File: config.mk
export PLATFORM = sky130hd
export DESIGN_NAME = axi_mem_test_master
export DESIGN_NICKNAME = d
export VERILOG_FILES = /design/src/rtl/axi_mem_test_master.sv
export SDC_FILE = /design/constraint.sdc
export NUM_CORES = 1
export LEC_CHECK = 0
export CAP_MARGIN = 20
export CORE_AREA = 2 2 172 174
export CTS_CLUSTER_DIAMETER = 80
export DETAILED_ROUTE_END_ITERATION = 16
export DIE_AREA = 0 0 174 176
export PLACE_DENSITY = 0.6
export SETUP_SLACK_MARGIN = 0.02
export SYNTH_ARGS = -nofsm -noshare
export SYNTH_HDL_FRONTEND = slang
export SYNTH_SLANG_ARGS = --single-unit
File: constraint.sdc
create_clock -name pll_core_cpuclk -period 5 [get_ports pll_core_cpuclk]
set_input_delay 0.5 -clock pll_core_cpuclk [delete_from_list [all_inputs] [get_ports pll_core_cpuclk]]
set_output_delay 0.5 -clock pll_core_cpuclk [all_outputs]
set_load 0.01 [all_outputs]
File: src/rtl/axi_mem_test_master.sv
// AXI4 128-bit test initiator for the IRAM slave port. It writes num_bursts INCR bursts
// of an address-keyed pattern, then reads them back and compares. One transaction is outstanding at a time.
module axi_mem_test_master #(
  parameter int unsigned BEATS = 4,
  parameter logic [31:0] SEED  = 32'h5A5A_1234
) (
  input  logic         pll_core_cpuclk,
  input  logic         pad_cpu_rst_b,
  input  logic         start,
  input  logic [39:0]  base_addr,
  input  logic [7:0]   num_bursts,
  output logic         busy,
  output logic         done,
  output logic         fail,
  output logic [39:0]  awaddr_m0,
  output logic [7:0]   awlen_m0,
  output logic         awvalid_m0,
  input  logic         awready_m0,
  output logic [127:0] wdata_m0,
  output logic [15:0]  wstrb_m0,
  output logic         wlast_m0,
  output logic         wvalid_m0,
  input  logic         wready_m0,
  input  logic [1:0]   bresp_m0,
  input  logic         bvalid_m0,
  output logic         bready_m0,
  output logic [39:0]  araddr_m0,
  output logic [7:0]   arlen_m0,
  output logic         arvalid_m0,
  input  logic         arready_m0,
  input  logic [127:0] rdata_m0,
  input  logic [1:0]   rresp_m0,
  input  logic         rlast_m0,
  input  logic         rvalid_m0,
  output logic         rready_m0
);

  localparam logic [39:0] BURST_STEP = 40'(BEATS * 16);
  localparam logic [39:0] ALIGN_MASK = ~(BURST_STEP - 40'd1);
  localparam logic [7:0]  LAST_BEAT  = 8'(BEATS - 1);

  typedef enum logic [2:0] {S_IDLE, S_AW, S_W, S_B, S_AR, S_R, S_DONE} state_t;

  state_t      state, state_nx;
  logic [39:0] base, addr, beat_addr;
  logic [7:0]  count, burst, beat;
  logic        fail_q, last_beat, last_burst;

  function automatic logic [127:0] pattern(input logic [39:0] a);
    logic [31:0] w;
    w = a[31:0] ^ SEED;
    return {4{w}};
  endfunction

  // Alignment keeps each burst inside one 4KB page, so the beat offset never carries out of the low 12 bits.
  assign beat_addr  = addr + {28'd0, beat, 4'd0};
  assign last_beat  = (beat == LAST_BEAT);
  assign last_burst = (burst == count - 8'd1);

  always_ff @(posedge pll_core_cpuclk or negedge pad_cpu_rst_b) begin
    if (!pad_cpu_rst_b) state <= S_IDLE;
    else                state <= state_nx;
  end

  always_comb begin
    state_nx   = state;
    busy       = 1'b1;
    done       = 1'b0;
    awvalid_m0 = 1'b0;
    wvalid_m0  = 1'b0;
    bready_m0  = 1'b0;
    arvalid_m0 = 1'b0;
    rready_m0  = 1'b0;
    case (state)
      S_IDLE: begin
        busy = 1'b0;
        if (start) state_nx = (num_bursts != 8'd0) ? S_AW : S_DONE;
      end
      S_AW: begin
        awvalid_m0 = 1'b1;
        if (awready_m0) state_nx = S_W;
      end
      S_W: begin
        wvalid_m0 = 1'b1;
        if (wready_m0 && last_beat) state_nx = S_B;
      end
      S_B: begin
        bready_m0 = 1'b1;
        if (bvalid_m0) state_nx = last_burst ? S_AR : S_AW;
      end
      S_AR: begin
        arvalid_m0 = 1'b1;
        if (arready_m0) state_nx = S_R;
      end
      S_R: begin
        rready_m0 = 1'b1;
        if (rvalid_m0 && last_beat) state_nx = last_burst ? S_DONE : S_AR;
      end
      S_DONE: begin
        done     = 1'b1;
        state_nx = S_IDLE;
      end
      default: state_nx = S_IDLE;
    endcase
  end

  always_ff @(posedge pll_core_cpuclk or negedge pad_cpu_rst_b) begin
    if (!pad_cpu_rst_b) begin
      base   <= '0;
      addr   <= '0;
      count  <= '0;
      burst  <= '0;
      beat   <= '0;
      fail_q <= 1'b0;
    end else begin
      case (state)
        S_IDLE: if (start) begin
          fail_q <= 1'b0;
          if (num_bursts != 8'd0) begin
            base  <= base_addr & ALIGN_MASK;
            addr  <= base_addr & ALIGN_MASK;
            count <= num_bursts;
            burst <= '0;
          end
        end
        S_AW, S_AR: beat <= '0;
        S_W: if (wready_m0) beat <= beat + 8'd1;
        S_B: if (bvalid_m0) begin
          if (bresp_m0 != 2'b00) fail_q <= 1'b1;
          // Read phase restarts from the first burst.
          if (last_burst) begin
            addr  <= base;
            burst <= '0;
          end else begin
            addr  <= addr + BURST_STEP;
            burst <= burst + 8'd1;
          end
        end
        S_R: if (rvalid_m0) begin
          if (rdata_m0 != pattern(beat_addr) || rresp_m0 != 2'b00 || rlast_m0 != last_beat)
            fail_q <= 1'b1;
          beat <= beat + 8'd1;
          if (last_beat) begin
            addr  <= addr + BURST_STEP;
            burst <= burst + 8'd1;
          end
        end
        default: ;
      endcase
    end
  end

  assign fail      = fail_q;
  assign awaddr_m0 = awvalid_m0 ? addr : '0;
  assign awlen_m0  = awvalid_m0 ? LAST_BEAT : '0;
  assign araddr_m0 = arvalid_m0 ? addr : '0;
  assign arlen_m0  = arvalid_m0 ? LAST_BEAT : '0;
  assign wdata_m0  = wvalid_m0 ? pattern(beat_addr) : '0;
  assign wstrb_m0  = wvalid_m0 ? '1 : '0;
  assign wlast_m0  = wvalid_m0 & last_beat;

endmodule
# Yosys cells after proc, flatten, opt, wreduce, memory -nomap -nowiden
# Cells that the tools add are included.
word_totals:
  input_bits: 189
  mem_count: 0
  romBits: 0
  latchBits: 0
  elab_cells: 98
  register_bits: 102
  out_inout_bits: 249
  ram_bits: 0
classes:
  n_shift: 0
  reduce_logical: 16
  div: 0
  mul: 0
  n_eq_ne: 22
  addsub: 5
  bitwise_logic: 2
  order_cmp: 0
  n_mux: 46
ops:
  columns: ["operator", "n"]
  rows:
  - ["40-bit two-way mux", 8]
  - ["128-bit two-way mux", 1]
  - ["128-bit inequality test", 1]
  - ["40-bit one-hot mux with 3 select lines", 1]
  - ["8-bit two-way mux", 8]
  - ["8-bit one-hot mux with 3 select lines", 2]
  - ["40-bit by 7-bit adder with 40-bit output, second input constant", 1]
  - ["32-bit by 12-bit adder with 32-bit output", 1]
  - ["3-bit two-way mux", 8]
  - ["2-bit inequality test, second input constant", 12]
  - ["3-bit one-hot mux with 6 select lines", 1]
  - ["6-bit AND reduction", 3]
  - ["8-bit by 1-bit adder with 8-bit output, second input constant", 2]
  - ["16-bit two-way mux", 1]
  - ["13-bit inverter", 1]
  - ["1-bit two-way mux", 12]
  - ["3-bit == test, second input constant", 3]
  - ["8-bit by 2-bit == test with 1-bit output, second input constant", 1]
  - ["8-bit == test", 1]
  - ["8-bit nonzero test", 1]
  - ["8-bit by 1-bit subtractor with 8-bit output, second input constant", 1]
  - ["3-bit by 2-bit == test with 1-bit output, second input constant", 2]
  - ["2-bit two-way mux", 3]
  - ["3-bit AND reduction", 2]
  - ["10 further kinds", 14]

# Longest topological paths before layout
# Gate-level depths: netlist of run 1.
logic_depth:
  ltp_word: 8
  depth_mapped: 13
  ltp_nobuf: 11

# Worst setup path after synthesis of run 1
# Ideal clock, no wire load.
synth_timing:
  path_kind: "register -> output"
  startpoint: "reg addr[7]"
  endpoint: "out wdata_m0[113]"
  path_stages_with_launch: 11
  required_time_ps: 4500
  t_arrival_ps: 2642
  setup_slack_ps: 1858
  path_buffers: 4
  path_cell_list: "dfrtp_1 ha_1 a21o_1 buf_2 a311oi_4 buf_2 buf_2 nor3_1 xor2_1 nor2_1 buf_4"
synth_between:
  elab_chain_cells: 3
synth_lines:
  columns: ["item", "line_no", "text"]
  rows:
  - ["from (decl)", "45", "logic [39:0] base, addr, beat_addr;"]
  - ["from (signal assigned)", "121", "addr <= base_addr & ALIGN_MASK;"]
  - ["from (signal assigned)", "132", "addr <= base;"]
  - ["from (signal assigned)", "135", "addr <= addr + BURST_STEP;"]
  - ["32-bit by 12-bit adder with 32-bit output", "56", "assign beat_addr = addr + {28'd0, beat, 4'd0};"]
  - ["13-bit inverter (no line)", null, null]
  - ["128-bit two-way mux", "158", "assign wdata_m0 = wvalid_m0 ? pattern(beat_addr) : '0;"]
  - ["to (decl)", "19", "output logic [127:0] wdata_m0,"]
# No other way between the ends.

# Worst setup path in the final report of run 1
layout_timing:
  startpoint: "reg addr[7]"
  endpoint: "out wdata_m0[122]"
layout_between:
  elab_chain_cells: 2
layout_lines:
  columns: ["item", "line_no"]
  rows:
  - ["32-bit by 12-bit adder with 32-bit output", "56"]
  - ["128-bit two-way mux", "158"]
# No other way between the ends.

==> results of run 1 <==
## flip-flops by register name, indices dropped and copies added, names as in the netlist
signal / count
count: 8
addr: 34
fail: 1
state: 3
base: 34
burst: 8
beat: 8
## layout by cell type, fill, tap and decap left out, types with 4 or more instances in the layout
cell type and instances:
and3_1 43, conb_1 36, clkdlybuf4s50_1 394, nand2b_1 7
diode_2 4, nor4_1 23, mux2_2 40, nand3_1 31
a31oi_1 4, a21o_1 6, o21ai_0 83, o22ai_1 5
buf_4 17, a221o_1 23, o21a_1 9, and2_1 38
o211ai_1 4, nand2_1 73, inv_1 19, dfrtp_1 96
a2bb2oi_1 5, ha_1 10, a21oi_1 23, xnor2_1 40
or3_1 11, and4_1 8, clkbuf_16 9, mux2i_1 20
a22oi_1 4, or4_1 17, o31ai_1 5, xor2_1 27
nand4_1 28, a221oi_1 8, nor3_1 26, nor2_1 77
nor4b_1 6
## metal layers
| metal | vias to the layer above | GRT usage | routed length, um |
|---|---|---|---|
| met2 | 349 | 0.384 | 17500 |
| met1 | 4325 | 0.285 | 15000 |
| li1 | 4276 | - | - |
| met3 | 42 | 0.0521 | 2630 |
| met5 | - | 0 | 13 |
| met4 | 2 | 0.0693 | 975 |
## through the flow
stage,util,setup WS (ps)
6_report,0.442,621
3_5_place_dp,0.430,968
2_1_floorplan,-,1860
4_1_cts,0.441,581
3_3_place_gp,0.430,1030
5_1_grt,0.441,416
## cells by family (layout without fill, tap and decap cells)
| kind of cell | after synthesis | after routing |
|---|---|---|
| adder cells (fa/ha/maj) | 10 | 10 |
| buffers and inverters | 228 | 448 |
| AND/OR/NAND/NOR | 416 | 416 |
| other | 1 | 40 |
| AO/OA/AOI/OAI | 209 | 209 |
| XOR/XNOR | 68 | 68 |
| multiplexers | 60 | 60 |
| flip-flops | 96 | 96 |
## synth_stat cells, types with 7 or more instances
cell type,number
a21oi_1,23
a221o_1,23
a221oi_1,8
and2_1,38
and3_1,44
and4_1,8
buf_1,8
buf_2,13
buf_4,144
clkbuf_1,40
dfrtp_1,96
ha_1,10
inv_1,19
mux2_2,40
mux2i_1,20
nand2_1,73
nand2b_1,7
nand3_1,31
nand4_1,28
nor2_1,79
nor3_1,26
nor4_1,23
o21a_1,9
o21ai_0,83
or3_1,12
or4_1,17
xnor2_1,40
xor2_1,27
## critical path: stages (launching register included)
cell,delay (ps)
dfrtp_1,500
ha_1,380
a21o_1,300
a311oi_4,740
buf_4,320
nor3_1,80
xnor2_1,190
nor2_1,390
clkdlybuf4s50_1,630
## worst max-delay path by stage
stage | startpoint | end | slack [ps] | cells past startpoint
floorplan | addr[7]$_DFFE_PN0P_ | wdata_m0[113] | 1860 | 10
global placement | addr[7]$_DFFE_PN0P_ | wdata_m0[122] | 1030 | 8
detailed placement | addr[7]$_DFFE_PN0P_ | wdata_m0[122] | 970 | 8
CTS | addr[7]$_DFFE_PN0P_ | wdata_m0[122] | 580 | 8
global route | addr[9]$_DFFE_PN0P_ | wdata_m0[57] | 420 | 8
finish | addr[7]$_DFFE_PN0P_ | wdata_m0[122] | 620 | 8
## where the power goes
group	switching [uW]	leakage, uW	internal [uW]	total, uW
Combinational	2050	0.00357	1970	4020
Sequential	567	0.00118	1120	1690
Clock	304	0.000166	465	769
Total	2920	0.00492	3560	6480
## cell type report
class	instances	area, um^2	share of cell area
multi-input cells	799	5240	0.415
repair buffers	412	4080	0.323
flip-flops and latches	96	2400	0.190
well taps	384	480	0.0381
clock buffers	11	253	0.0200
clock inverters	5	78.8	0.00625
inverters	20	75.1	0.00595
diodes	4	10.0	0.000794
==> impl_summary.txt, run 1 <==
----------------------------------------------------
[Placement]
  Post-DP Area ... 12300 um^2
  Cell count after placement ... 1710
  Final weighted congestion in routability-driven placement ... 0.853
  Buffers on Ports ... 395
  Detailed Place HPWL ... 29.0 mm

[Clock tree]
  Clock root buffer ... clkbuf_16
  CTS H-tree lvls ... 3
  Clock Sink Count ... 96
  Clk slew on worst S/H paths ... 60 ps
  Clock insertion delay at the later pin of the skew report ... 350 ps
  Number of buffers added for setup after CTS ... 0
  CTS tree ... yes
  Maximum clock path buffer count ... 2
  Quantity of hold-fixing buffers added after cts ... 0
  Cts repair resizes ... 0
  TritonCTS Buffers ... 9

[STA]
  Tmin final ... 4380 ps
  Setup clock skew after layout ... 7.29 ps
  Setup repair after global routing missed its margin ... no
  Highest clock rate ... 228 MHz
  Fin. Hold Viols ... 0
  Tcrit/Tclk final ... 0.876
  Number of endpoints failing setup at the final stage ... 0
  Summed negative setup slack over all endpoints ... 0 ps
  Worst rel slew slack ... 0.287
  Pins over their slew limit ... 0
  Smallest hold slack ... 138 ps
  Slew @ Worst Pin ... 1070 ps

[Global routing]
  Global-route wire length before repair ... 53.2 mm
  GRT Util Overall ... 0.226
  Initial antenna violation count ... 6
  Number of global-route vias before repair ... 8661
  Overflow after GRT ... 0
  Maximum number of pins on one net before global-route repair ... 57

[Worst setup path]
  End of the worst register-to-register path ... fail$_DFFE_PN0P_
  Category of the worst setup path launch point ... flop
  Slack of the worst reg-to-reg path ... 950 ps
  Type of the setup path with the least slack ... flop to output port
  Critical Path Sink Type ... output port
  R2R cell count ... 11
  Data required time at the worst endpoint ... 4500 ps
  Critical path peak fanout ... 16
  Critical path data arrival time ... 3880 ps
  R2R Path Start ... addr[7]$_DFFE_PN0P_

[Floorplan]
  I/O Pins ... 438
  DIE WIDTH ... 174 um
  Initial standard-cell utilization of the core ... 0.313
  Die area ... 30600 um^2
  Core area ... 28500 um^2
  Die height ... 176 um
  Num rows ... 62

[Synthesis]
  Syn avg cell area ... 8.20 um^2
  Post-synthesis cell count ... 1088
  Fraction of synthesized cell area taken by the top area cell type ... 0.269
  Cells taking the most area after synthesis ... dfrtp_1 (27%), buf_4 (12%), mux2_2 (5.0%)
  Most frequently used flop master after synthesis ... dfrtp_1
  Count of flip-flops with a built-in enable after synthesis ... 0
  Xor/xnor cell area share of the yosys netlist ... 0.0684
  Unique masters post-synth ... 72
  Post-Synth Adder-Cell Area ... 0.0140
  Post-synthesis cell type with the largest combined area ... dfrtp_1
  Synth Register Bits ... 96
  Simple-gate portion of the synthesized area ... 0.256
  FFs w/ async S/R, synth ... 1.00
  Register area share after synthesis ... 0.269
  Compound-gate portion of the synthesized area ... 0.159
  Synthesis Warnings ... 0
  Synthesized area ... 8920 um^2
  Combinational family with the most area after synthesis ... simple AND/OR/NAND/NOR gates
  Multiplexer share of the synthesized area ... 0.0729

[Route]
  Iter 0 DRT Violations ... 489
  Routed length per placed instance ... 20.9 um
  Post-DR vias/cell ... 5.20
  Via count ... 8994
  DR DRC count ... 0
  Total wire length after detailed routing ... 36.1 mm
  Antenna Violating Nets Remaining ... 0
  Pre-antenna DRT Iters ... 6

[Pwr]
  Total Power Consumption ... 6480 uW
  Reported leakage power ... 0.00492 uW
  Power per Cell Area ... 514 nW/um^2
  Max rail drop VDD ... 0.220 mV

[Final layout]
  Fillcell total ... 2854
  Fraction of final layout cells sized beyond drive strength 1 ... 0.0685
  Post-layout instance count excluding filler cells ... 1731
  Area of all placed cells without fillers ... 12600 um^2
  Post-layout net count ... 1537
  Syn-to-layout area delta ... 41.4%

[Flow run]
  Max-capacitance violation count ... 0

[Run status]
  Status ... finished, final reports clean

[Hold path]
  Classification of the worst-slack hold path ... input pin to async pin

----------------------------------------------------
(Power assumes the default switching activity.)
==> inputs of run 2 (changes only) <==
Settings changed: SLEW_MARGIN from default to 20.
==> impl_summary.txt, run 2 (synthesis results as in run 1) <==
----------------------------------------------------
[Worst setup path]
  Critical path data arrival time ... 3840 ps
  Critical Path Sink Type ... output port
  End of the worst register-to-register path ... fail$_DFFE_PN0P_
  Type of the setup path with the least slack ... flop to output port
  Slack of the worst reg-to-reg path ... 960 ps
  R2R Path Start ... addr[7]$_DFFE_PN0P_
  Category of the worst setup path launch point ... flop
  R2R cell count ... 11
  Data required time at the worst endpoint ... 4500 ps
  Critical path peak fanout ... 16

[Floorplan]
  Die height ... 176 um
  Initial standard-cell utilization of the core ... 0.313
  Core area ... 28500 um^2
  Die area ... 30600 um^2
  I/O Pins ... 438
  Num rows ... 62
  DIE WIDTH ... 174 um

[Clock tree]
  CTS tree ... yes
  CTS H-tree lvls ... 3
  TritonCTS Buffers ... 9
  Cts repair resizes ... 0
  Clock insertion delay at the later pin of the skew report ... 350 ps
  Clk slew on worst S/H paths ... 60 ps
  Clock Sink Count ... 96
  Quantity of hold-fixing buffers added after cts ... 0
  Number of buffers added for setup after CTS ... 0
  Clock root buffer ... clkbuf_16
  Maximum clock path buffer count ... 2

[Global routing]
  GR met3 Demand/Resource ... 0.0521
  M2 GR Usage ... 0.384
  Met1 Resource Use GR ... 0.285
  Maximum number of pins on one net before global-route repair ... 57
  GRT Util Overall ... 0.226
  Initial antenna violation count ... 6
  Number of global-route vias before repair ... 8661
  Layer carrying the most global-route usage ... met2
  Overflow after GRT ... 0
  Global-route wire length before repair ... 53.2 mm

[STA]
  Tmin final ... 4340 ps
  Number of endpoints failing setup at the final stage ... 0
  Setup clock skew after layout ... 8.19 ps
  Slew @ Worst Pin ... 1070 ps
  Setup repair after global routing missed its margin ... no
  Summed negative setup slack over all endpoints ... 0 ps
  Pins over their slew limit ... 0
  Worst rel slew slack ... 0.289
  Fin. Hold Viols ... 0
  Highest clock rate ... 230 MHz
  Tcrit/Tclk final ... 0.869

[Pwr]
  Power per Cell Area ... 513 nW/um^2
  Max rail drop VDD ... 0.220 mV
  Pint ... 3550 uW
  Portion of total power attributed to combinational logic ... 0.621
  Seq pwr share ... 0.260
  Part of the total power dissipated in the clock network ... 0.119
  Switching Share ... 0.451
  Switch Pwr ... 2920 uW
  Reported leakage power ... 0.00492 uW

[Placement]
  Buffers on Ports ... 395
  Detailed Place HPWL ... 29.0 mm
  Final weighted congestion in routability-driven placement ... 0.853
  Post-DP Area ... 12300 um^2

[Route]
  Pre-antenna DRT Iters ... 5
  Routed length per placed instance ... 20.9 um
  Total wire length after detailed routing ... 36.1 mm
  Post-DR vias/cell ... 5.17
  Via count ... 8948
  Iter 0 DRT Violations ... 503
  Antenna Violating Nets Remaining ... 0
  DR DRC count ... 0

[Final layout]
  Top Registers ... addr: 34 flops, base: 34 flops
  Fraction of final layout cells sized beyond drive strength 1 ... 0.0678
  Top library cells by usage in the layout, fill and taps aside ... clkdlybuf4s50_1 (394), dfrtp_1 (96), o21ai_0 (82), nor2_1 (77), nand2_1 (73)
  Area of all placed cells without fillers ... 12600 um^2
  Post-layout net count ... 1536
  Syn-to-layout area delta ... 41.3%
  Most frequent standard cell in the layout excluding fill and tap cells ... clkdlybuf4s50_1
  Fillcell total ... 2855

[Flow run]
  Max-capacitance violation count ... 0

[Hold path]
  Classification of the worst-slack hold path ... input pin to async pin

[Run status]
  Status ... finished, final reports clean

----------------------------------------------------
## run 2: cell types whose count changed in the layout (fill, tap and decap cells not counted)
cell | previous run | this run
buf_2 | 1 | 0
o21ai_0 | 83 | 82
o21ai_1 | 2 | 3
## run 2: critical path: stages, from the launching register on
cell,delay [ps]
dfrtp_1,500
ha_1,380
a21o_1,300
a311oi_4,730
buf_4,310
nor4_1,100
or2_1,260
nor2_1,230
clkdlybuf4s50_1,680
## run 2: how the worst max path moves through the flow
stage                                   start            end  slack, ps  cells after the start
after floorplan           addr[7]$_DFFE_PN0P_  wdata_m0[113]       1860                     10
after global placement    addr[7]$_DFFE_PN0P_  wdata_m0[122]       1030                      8
after detailed placement  addr[7]$_DFFE_PN0P_  wdata_m0[122]        970                      8
after CTS                 addr[7]$_DFFE_PN0P_  wdata_m0[122]        580                      8
after global routing      addr[9]$_DFFE_PN0P_   wdata_m0[57]        420                      8
final                     addr[7]$_DFFE_PN0P_   wdata_m0[57]        660                      8
## run 2: through the flow
| stage | setup WS, ps | std cells | total power [uW] | util | hold slack [ps] |
|---|---|---|---|---|---|
| after floorplan | 1860 | 1123 | 4160 | - | 204 |
| after global placement | 1030 | 1710 | 5680 | 0.430 | 481 |
| after detailed placement | 968 | 1710 | 5730 | 0.430 | 492 |
| after CTS | 581 | 1726 | 6520 | 0.441 | 159 |
| after global routing | 416 | 1726 | 6920 | 0.441 | 172 |
| final | 655 | 1730 | 6470 | 0.442 | 134 |
## run 2: final cells by class
type,instances,area (um^2),share of cell area
clock buffer,11,253,0.0200
antenna,4,10.0,0.000794
inverter,20,75.1,0.00595
timing repair buffer,411,4070,0.323
clock inverter,5,78.8,0.00625
tap,384,480,0.0381
sequential,96,2400,0.191
multi-input combinational,799,5240,0.415
## run 2: metal layers
layer / wire [um] / share of wire / vias up
met2: 17600 / 0.49 / 360
met4: 899 / 0.025 / 2
met3: 2680 / 0.074 / 39
met5: 13 / 0.00036 / -
met1: 14900 / 0.41 / 4280
li1: - / - / 4267
## run 2: power by group through the flow
stage,clock (uW),combinational (uW),sequential (uW)
2_1_floorplan,0,2830,1330
3_3_place_gp,0,4000,1680
3_5_place_dp,0,4030,1700
4_1_cts,782,4060,1680
5_1_grt,814,4360,1750
6_report,770,4020,1690
==> inputs of run 3 (changes only) <==
Settings changed: CAP_MARGIN 20 to 0, RECOVER_POWER from default to 50.
==> impl_summary.txt, run 3 (synthesis results as in run 1) <==
----------------------------------------------------
[Worst setup path]
  Kind of cell with the highest combined delay on the critical path ... compound AO/OA/AOI/OAI gates
  Data required time at the worst endpoint ... 4500 ps
  Category of the worst setup path launch point ... flop
  Critical path, cell by cell ... ha_1 -> a21o_1 -> a311oi_4 -> buf_4 -> nor4_1 -> or2_1 -> nor2_1 -> clkdlybuf4s50_1
  Total buffers and inverters traversed by the critical path ... 2
  Slowest stage delay, CP ... 730 ps
  Critical Path Sink Type ... output port
  Type of the setup path with the least slack ... flop to output port
  Critical path peak fanout ... 16
  Cell at the slowest stage of the critical path ... a311oi_4
  Critical path data arrival time ... 3850 ps

[STA]
  Summed negative setup slack over all endpoints ... 0 ps
  Tmin final ... 4350 ps
  Tcrit/Tclk final ... 0.870
  Highest clock rate ... 230 MHz
  Pins over their slew limit ... 121
  Worst rel slew slack ... -0.540
  Number of endpoints failing setup at the final stage ... 0
  Slew @ Worst Pin ... 2310 ps
  Fin. Hold Viols ... 0
  Setup clock skew after layout ... 8.68 ps
  Setup repair after global routing missed its margin ... no

[Floorplan]
  Initial standard-cell utilization of the core ... 0.313
  Die height ... 176 um
  Num rows ... 62
  Core area ... 28500 um^2
  I/O Pins ... 438
  Die area ... 30600 um^2
  DIE WIDTH ... 174 um

[Clock tree]
  Clock root buffer ... clkbuf_16
  Clk slew on worst S/H paths ... 60 ps
  TritonCTS Buffers ... 9
  Clock insertion delay at the later pin of the skew report ... 350 ps
  Clock Sink Count ... 96
  CTS tree ... yes
  Number of buffers added for setup after CTS ... 0
  CTS H-tree lvls ... 3
  Maximum clock path buffer count ... 2
  Cts repair resizes ... 0
  Quantity of hold-fixing buffers added after cts ... 0

[Route]
  Antenna Violating Nets Remaining ... 0
  Total wire length after detailed routing ... 36.2 mm
  Iter 0 DRT Violations ... 496
  Routed length per placed instance ... 20.9 um
  Post-DR vias/cell ... 5.21
  DR DRC count ... 0
  Via count ... 9008
  Pre-antenna DRT Iters ... 5

[Global routing]
  Initial antenna violation count ... 6
  Global-route wire length before repair ... 53.2 mm
  Number of global-route vias before repair ... 8661
  Maximum number of pins on one net before global-route repair ... 57
  Overflow after GRT ... 0
  GRT Util Overall ... 0.226

[Placement]
  Final weighted congestion in routability-driven placement ... 0.853
  Buffers on Ports ... 395
  Detailed Place HPWL ... 29.0 mm

[Final layout]
  Top Registers ... addr: 34 flops, base: 34 flops
  Post-layout net count ... 1536
  Most frequent standard cell in the layout excluding fill and tap cells ... clkdlybuf4s50_1
  Fraction of final layout cells sized beyond drive strength 1 ... 0.0618
  Core occupancy in the finished layout ... 0.441
  Top library cells by usage in the layout, fill and taps aside ... clkdlybuf4s50_1 (345), dfrtp_1 (96), o21ai_0 (83), nor2_1 (78), nand2_1 (73)
  Syn-to-layout area delta ... 41.0%

[Run status]
  Failing checks ... max-capacitance violations, max-slew violations
  Status ... finished with violations

[Pwr]
  Max rail drop VDD ... 0.221 mV
  Reported leakage power ... 0.00503 uW
  Power per Cell Area ... 510 nW/um^2

[Hold path]
  Classification of the worst-slack hold path ... flop to flop

[Flow run]
  Max-capacitance violation count ... 3

----------------------------------------------------
[run 3: cell count changes in the layout (fill, tap and decap cells not counted), moves of 5 or more]
cell and change:
clkdlybuf4s50_1 -49, buf_4 -6, dlygate4sd3_1 +49, clkbuf_1 +5
[run 3: where the power goes]
group | total [uW] | switching, uW | internal [uW] | leakage (uW)
logic | 3960 | 2050 | 1910 | 0.00368
clock network | 773 | 308 | 465 | 0.000166
registers | 1690 | 568 | 1120 | 0.00118
total | 6420 | 2920 | 3500 | 0.00503
[run 3: final timing paths]
check	start	end	slack [ps]	cells after the start
min in group asynchronous	pad_cpu_rst_b	base[31]$_DFFE_PN0P_	840	1
worst min register to register	base[19]$_DFFE_PN0P_	base[19]$_DFFE_PN0P_	510	1
worst max-delay path	addr[7]$_DFFE_PN0P_	wdata_m0[57]	650	8
max in group asynchronous	pad_cpu_rst_b	addr[9]$_DFFE_PN0P_	1750	2
worst max register to register	addr[7]$_DFFE_PN0P_	fail$_DFFE_PN0P_	980	11
worst min-delay path	base[19]$_DFFE_PN0P_	base[19]$_DFFE_PN0P_	510	1
[run 3: layout make-up]
type / instances / area (um^2)
inverters: 20 / 75.1
repair buffers: 411 / 4050
fillers: 2860 / 16000
flip-flops and latches: 96 / 2400
well taps: 384 / 480
multi-input cells: 799 / 5230
clock buffers: 11 / 253
clock inverters: 5 / 78.8
diodes: 4 / 10.0
[run 3: through the flow]
stage                     setup slack [ps]  total power (uW)  hold slack (ps)  std cells  area, um^2
final                                  652              6420              508       1730       12600
after global placement                1030              5680              481       1710       12300
after CTS                              581              6520              159       1726       12600
after detailed placement               968              5730              492       1710       12300
after global routing                   407              6860              519       1726       12600
after floorplan                       1860              4160              204       1123        9050
[run 3: per-layer routing]
layer / track usage / wire length [um] / vias to the layer above
met4: 0.0693 / 941 / 2
li1: - / - / 4267
met3: 0.0521 / 2520 / 43
met5: 0 / 13 / -
met1: 0.285 / 15200 / 4358
met2: 0.384 / 17600 / 338
